==> src/rtl/decoder.sv <==
// -----------------------------------------------------------------------------
// decoder
//
// Two-lane XTEA-style block decryptor. A 128-bit ciphertext holds two
// independent 64-bit lanes that share one key schedule (sum and key word).
// Each cipher cycle is a z-step followed by a y-step. The key schedule runs
// backwards from ROUNDS*DELTA, so this block inverts the matching encoder.
//
// Parameters:
//   ROUNDS  number of cipher cycles (1..255)
//   DELTA   round constant
//
// Ports:
//   clock     single clock, rising edge
//   reset     asynchronous active-high reset, clears all state
//   enable    advance enable; when low every register holds
//   data_in   ciphertext; lane0 y=[31:0] z=[63:32], lane1 y=[95:64] z=[127:96]
//   key_in    key words k[n] = key_in[32n+31:32n]
//   data_out  plaintext, same packing as data_in, held until the next block
//   done      plaintext valid; high from the output edge until the next load
//
// Configuration macro:
//   DECODER_KEY_LATCH_EN  when defined, key_in is captured on the load edge
//                         and the whole block uses the captured copy; when
//                         undefined, every step uses the live key_in.
// -----------------------------------------------------------------------------
module decoder #(
  parameter int          ROUNDS = 32,
  parameter logic [31:0] DELTA  = 32'h9E3779B9
) (
  input  logic         clock,
  input  logic         reset,
  input  logic         enable,
  input  logic [127:0] data_in,
  input  logic [127:0] key_in,
  output logic [127:0] data_out,
  output logic         done
);

  localparam logic [1:0] IDLE   = 2'd0;
  localparam logic [1:0] ZSTEP  = 2'd1;
  localparam logic [1:0] YSTEP  = 2'd2;
  localparam logic [1:0] OUTPUT = 2'd3;

  // Starting sum is the encoder's final sum, truncated to 32 bits.
  localparam logic [31:0] SUM_INIT = 32'(ROUNDS) * DELTA;
  localparam logic [8:0]  ROUNDS_W = 9'(ROUNDS);

  logic [1:0]   state;
  logic [31:0]  y0, z0, y1, z1;
  logic [31:0]  sum;
  logic [8:0]   round_cnt;
  logic [8:0]   round_next;
  logic [127:0] key_use;
  logic [31:0]  z_key;
  logic [31:0]  y_key;

  function automatic logic [31:0] mix(input logic [31:0] v);
    return ((v << 4) ^ (v >> 5)) + v;
  endfunction

  function automatic logic [31:0] key_word(input logic [127:0] k, input logic [1:0] idx);
    return k[{idx, 5'b0} +: 32];
  endfunction

`ifdef DECODER_KEY_LATCH_EN
  // Key captured on the load edge so the caller may change key_in mid-block.
  logic [127:0] key_reg;

  always_ff @(posedge clock or posedge reset) begin
    if (reset) begin
      key_reg <= '0;
    end else if (enable && state == IDLE) begin
      key_reg <= key_in;
    end
  end

  assign key_use = key_reg;
`else
  assign key_use = key_in;
`endif

  // z-step selects the key word from sum[12:11] before the decrement; the
  // y-step runs a cycle later, so it naturally sees the decremented sum.
  assign z_key      = sum + key_word(key_use, sum[12:11]);
  assign y_key      = sum + key_word(key_use, sum[1:0]);
  assign round_next = round_cnt + 9'd1;

  always_ff @(posedge clock or posedge reset) begin
    if (reset) begin
      state     <= IDLE;
      y0        <= '0;
      z0        <= '0;
      y1        <= '0;
      z1        <= '0;
      sum       <= '0;
      round_cnt <= '0;
      data_out  <= '0;
      done      <= 1'b0;
    end else if (enable) begin
      case (state)
        IDLE: begin
          y0        <= data_in[31:0];
          z0        <= data_in[63:32];
          y1        <= data_in[95:64];
          z1        <= data_in[127:96];
          sum       <= SUM_INIT;
          round_cnt <= '0;
          done      <= 1'b0;
          state     <= ZSTEP;
        end
        ZSTEP: begin
          z0    <= z0 - (mix(y0) ^ z_key);
          z1    <= z1 - (mix(y1) ^ z_key);
          sum   <= sum - DELTA;
          state <= YSTEP;
        end
        YSTEP: begin
          y0        <= y0 - (mix(z0) ^ y_key);
          y1        <= y1 - (mix(z1) ^ y_key);
          round_cnt <= round_next;
          state     <= (round_next < ROUNDS_W) ? ZSTEP : OUTPUT;
        end
        OUTPUT: begin
          data_out <= {z1, y1, z0, y0};
          done     <= 1'b1;
          state    <= IDLE;
        end
        default: state <= IDLE;
      endcase
    end
  end

endmodule

==> config.mk <==
export PLATFORM = sky130hd
export DESIGN_NAME = decoder
export DESIGN_NICKNAME = d
export VERILOG_FILES = /design/src/rtl/decoder.sv
export SDC_FILE = /design/constraint.sdc
export NUM_CORES = 2
export LEC_CHECK = 0
export ABC_AREA = 1
export CAP_MARGIN = 15
export CORE_MARGIN = 2
export CORE_UTILIZATION = 40
export CTS_CLUSTER_DIAMETER = 60
export DETAILED_ROUTE_END_ITERATION = 6
export GPL_TIMING_DRIVEN = 0
export RECOVER_POWER = 100
export SLEW_MARGIN = 10
export SYNTH_ARGS = -nofsm -noshare
export SYNTH_HDL_FRONTEND = slang
export SYNTH_SLANG_ARGS = --single-unit
==> constraint.sdc <==
create_clock -name clock -period 13.52 [get_ports clock]
set_input_delay 2.704 -clock clock [delete_from_list [all_inputs] [get_ports clock]]
set_output_delay 2.704 -clock clock [all_outputs]
set_load 0.01 [all_outputs]
==> summary by stage <==
Run status
The flow ran to the end, but the final reports show violations. The final reports fail on capacitance limit, slew limit.

Timing
The clock skew after layout is 30.7 ps. The final worst-path cycle share is 63.2%. The minimum hold slack is 476 ps. The slew at the pin closest to its max-slew limit is 5730 ps. Setup violations remaining at the end of the flow were counted as 0.

Setup repair after global routing left no endpoint under its margin. The number of hold-slack violations in the final timing report was 0. Counting I/O delays and the setup requirement, the final critical path takes 8550 ps. For this run, the top clock speed supported by timing is 0.117 GHz.

After routing, the total negative slack on setup checks comes to 0 ps. The worst slew margin relative to its limit is -282%. The number of max-slew violations in the final report is 248.

CTS
The tree is rooted in a sky130_fd_sc_hd__clkbuf_16. The clock transition at the registers of the reported paths is 60 ps. The maximum buffer depth of the clock tree is 3. The tree built by TritonCTS fans out to 300 sinks. The CTS buffer count is 40. The clock tree synthesis step divided the H-tree into 2 levels. The clock latency reported for the late side of the worst-skew pair is 590 ps. In this run, post-CTS repair resized a total of 0 instances. The TritonCTS clock tree is built.

The post-CTS setup-driven buffer insertion count is 0. After clock tree synthesis, the flow added hold-fix buffers numbering 0.

Logic synthesis
The number of unique standard cell types used by synthesis is 57. In this run, synthesis produced a sequential element count of 300. The flip-flop cell with the highest count after synthesis is sky130_fd_sc_hd__dfrtp_1. Counting every net in the synthesized netlist gives 5,876. The cell area after synthesis is 34,700 sq um. Counting flops with an async set or reset pin after synthesis yields a share of 100%. Synthesis produced a netlist whose cell count is 5,291. During synthesis, Yosys emitted a total of 0 warnings. The per-instance average area after synthesis is 6.57 sq um. The number of synthesized flops with an enable pin is 0. The share of the Yosys chip area taken by registers is 21.6%.

Global route
The via count of the first global-routing pass came to 37,600. The final global-route overflow total is 0. Entering global routing, the biggest net connects 105 pins. The number of antenna violations at the first check in global routing is 1. Global routing consumed, over all layers together, 35.3% of the routing resources. The first global-routing pass estimated 236,000 um of wire.

Worst setup path
At the worst endpoint, the arrival time is 7830 ps. STA classifies the critical path endpoint as an async pin. STA puts the critical path data required time at 12,800 ps.

The startpoint class of the critical path is an input pin. The kind of critical path is input pin to async pin. The highest fanout seen on the critical path is 99.

Finish
For this run, the post-layout net count is 6,311. Leaving out fill and tap cells, the most frequent cells in the layout are sky130_fd_sc_hd__nand2_1, sky130_fd_sc_hd__nor2_1, sky130_fd_sc_hd__inv_1, sky130_fd_sc_hd__o21ai_0, sky130_fd_sc_hd__a21oi_1. The fill cell total of the finished layout is 9,013. The number of diodes is 0. The library cell used most frequently in the layout, excluding fill and tap cells, is sky130_fd_sc_hd__nand2_1. The post-route non-filler standard cell count is 6,910. The area growth from synthesis to layout is 19.2%. Of the cells placed in the final design, the portion with a size suffix greater than 1 is 3.02%.

Die
The die outline height is 299 um. The die covers 89,200 sq um. The top-level port count is 388. The core region is 86,300 sq um. The width of the die is 299 um.

The row count is 108. For this configuration, the core starts out at a cell density of 40.2%.

Detailed routing
After the first detailed-routing iteration, the DRC count stood at 3,033. The total number of vias is 38,300. For this run, the detailed router's first-pass iteration total came to 6. The number of nets with antenna violations after detailed routing is 0. After detailed routing, the average wire length per cell comes to 23.4 um. After detailed routing, the total wire length is 162,000 um. The vias per cell is 5.54. The number of remaining DRC errors is 0.

Place
Including well taps, the total number of placed cells is 6,837. The congestion estimate from routability-driven global placement came to 1.03. The placed wire-length estimate after detailed placement is 137,000 um. Input and output buffers added on the ports amount to 386.

Job
Across the run, the number of max-cap violations was 6.

Min path
The tightest min-delay check is of the register to register type.
critical path: stages:
cell	delay, ps
sky130_fd_sc_hd__dlygate4sd3_1	550
sky130_fd_sc_hd__clkinvlp_2	410
sky130_fd_sc_hd__clkbuf_1	4000
layout make-up:
class,count,area (sq um),area share (%)
Sequential cell,300,7510,18.1
Clock buffer,57,1140,2.77
Buffer,122,464,1.12
Timing Repair Buffer,393,3940,9.51
Inverter,591,2220,5.36
Clock inverter,14,201,0.487
Tap cell,1155,1450,3.49
Multi-Input combinational cell,4278,24500,59.1
per-stage QoR:
step / setup slack [ps] / util [%] / cell area (sq um)
3_5_place_dp: 5550 / 46.5 / 40200
5_1_grt: 3770 / 47.9 / 41400
4_1_cts: 6150 / 48.1 / 41500
3_3_place_gp: -2020 / 46.4 / 40000
6_report: 4970 / 47.9 / 41400
2_1_floorplan: 2530 / - / 34700
state kept, by name (all words and copies together), names as in the netlist:
register / count
sum: 32
done: 1
y1: 32
state: 2
data_out: 128
z1: 32
round_cnt: 9
y0: 32
z0: 32
cells in the mapped netlist (21+ instances only):
| cell type | instances | share of area (%) |
|---|---|---|
| sky130_fd_sc_hd__nand2_1 | 1267 | 14 |
| sky130_fd_sc_hd__nor2_1 | 600 | 6.5 |
| sky130_fd_sc_hd__inv_1 | 589 | 6.4 |
| sky130_fd_sc_hd__o21ai_0 | 475 | 6.8 |
| sky130_fd_sc_hd__a21oi_1 | 383 | 5.5 |
| sky130_fd_sc_hd__ha_1 | 316 | 11 |
| sky130_fd_sc_hd__dfrtp_1 | 300 | 22 |
| sky130_fd_sc_hd__xor2_1 | 259 | 6.5 |
| sky130_fd_sc_hd__nand3_1 | 225 | 3.2 |
| sky130_fd_sc_hd__xnor2_1 | 147 | 3.7 |
| sky130_fd_sc_hd__clkbuf_1 | 95 | 1.0 |
| sky130_fd_sc_hd__o22ai_1 | 75 | 1.4 |
| sky130_fd_sc_hd__nor3_1 | 66 | 0.95 |
| sky130_fd_sc_hd__a21o_1 | 55 | 1.2 |
| sky130_fd_sc_hd__o21bai_1 | 55 | 1.2 |
| sky130_fd_sc_hd__o211ai_1 | 46 | 0.99 |
| sky130_fd_sc_hd__mux2_2 | 38 | 1.2 |
| sky130_fd_sc_hd__nand4_1 | 32 | 0.58 |
| sky130_fd_sc_hd__o221ai_1 | 30 | 0.76 |
| sky130_fd_sc_hd__a31oi_1 | 28 | 0.50 |
| sky130_fd_sc_hd__nand3b_1 | 22 | 0.48 |
| sky130_fd_sc_hd__o21ai_2 | 21 | 0.53 |
logic make-up after synthesis:
family          Yosys count  synth area share (%)
flops                   300                  21.6
xor+xnor                409                  10.4
buf+inv                 713                  7.76
fa+ha+maj               326                  12.0
mux                      38                  1.23
simple gates           2270                  26.6
compound gates         1235                  20.4
final timing paths:
check / start / end / slack [ps] / cells past startpoint
hold reg to reg: data_out[98] / data_out[98] / 480 / 2
setup reg to reg: sum[0] / y0[25] / 6300 / 23
hold / removal: data_out[98] / data_out[98] / 480 / 2
max in group clock: key_in[64] / y0[25] / 5230 / 22
setup / recovery: reset / sum[13] / 4970 / 3
min in group asynchronous: reset / data_out[113] / 2620 / 2
metal layers:
metal,vias to the layer above,part of all wire [%],GRT usage [%]
met5,-,0,0
met4,0,6.0,18.4
met3,297,6.1,4.84
met2,1393,47,60.4
met1,18100,41,43.1
li1,18500,-,-
Power is not shown: default switching activity piles up to over one toggle a cycle in this logic, so the estimate is an artifact.
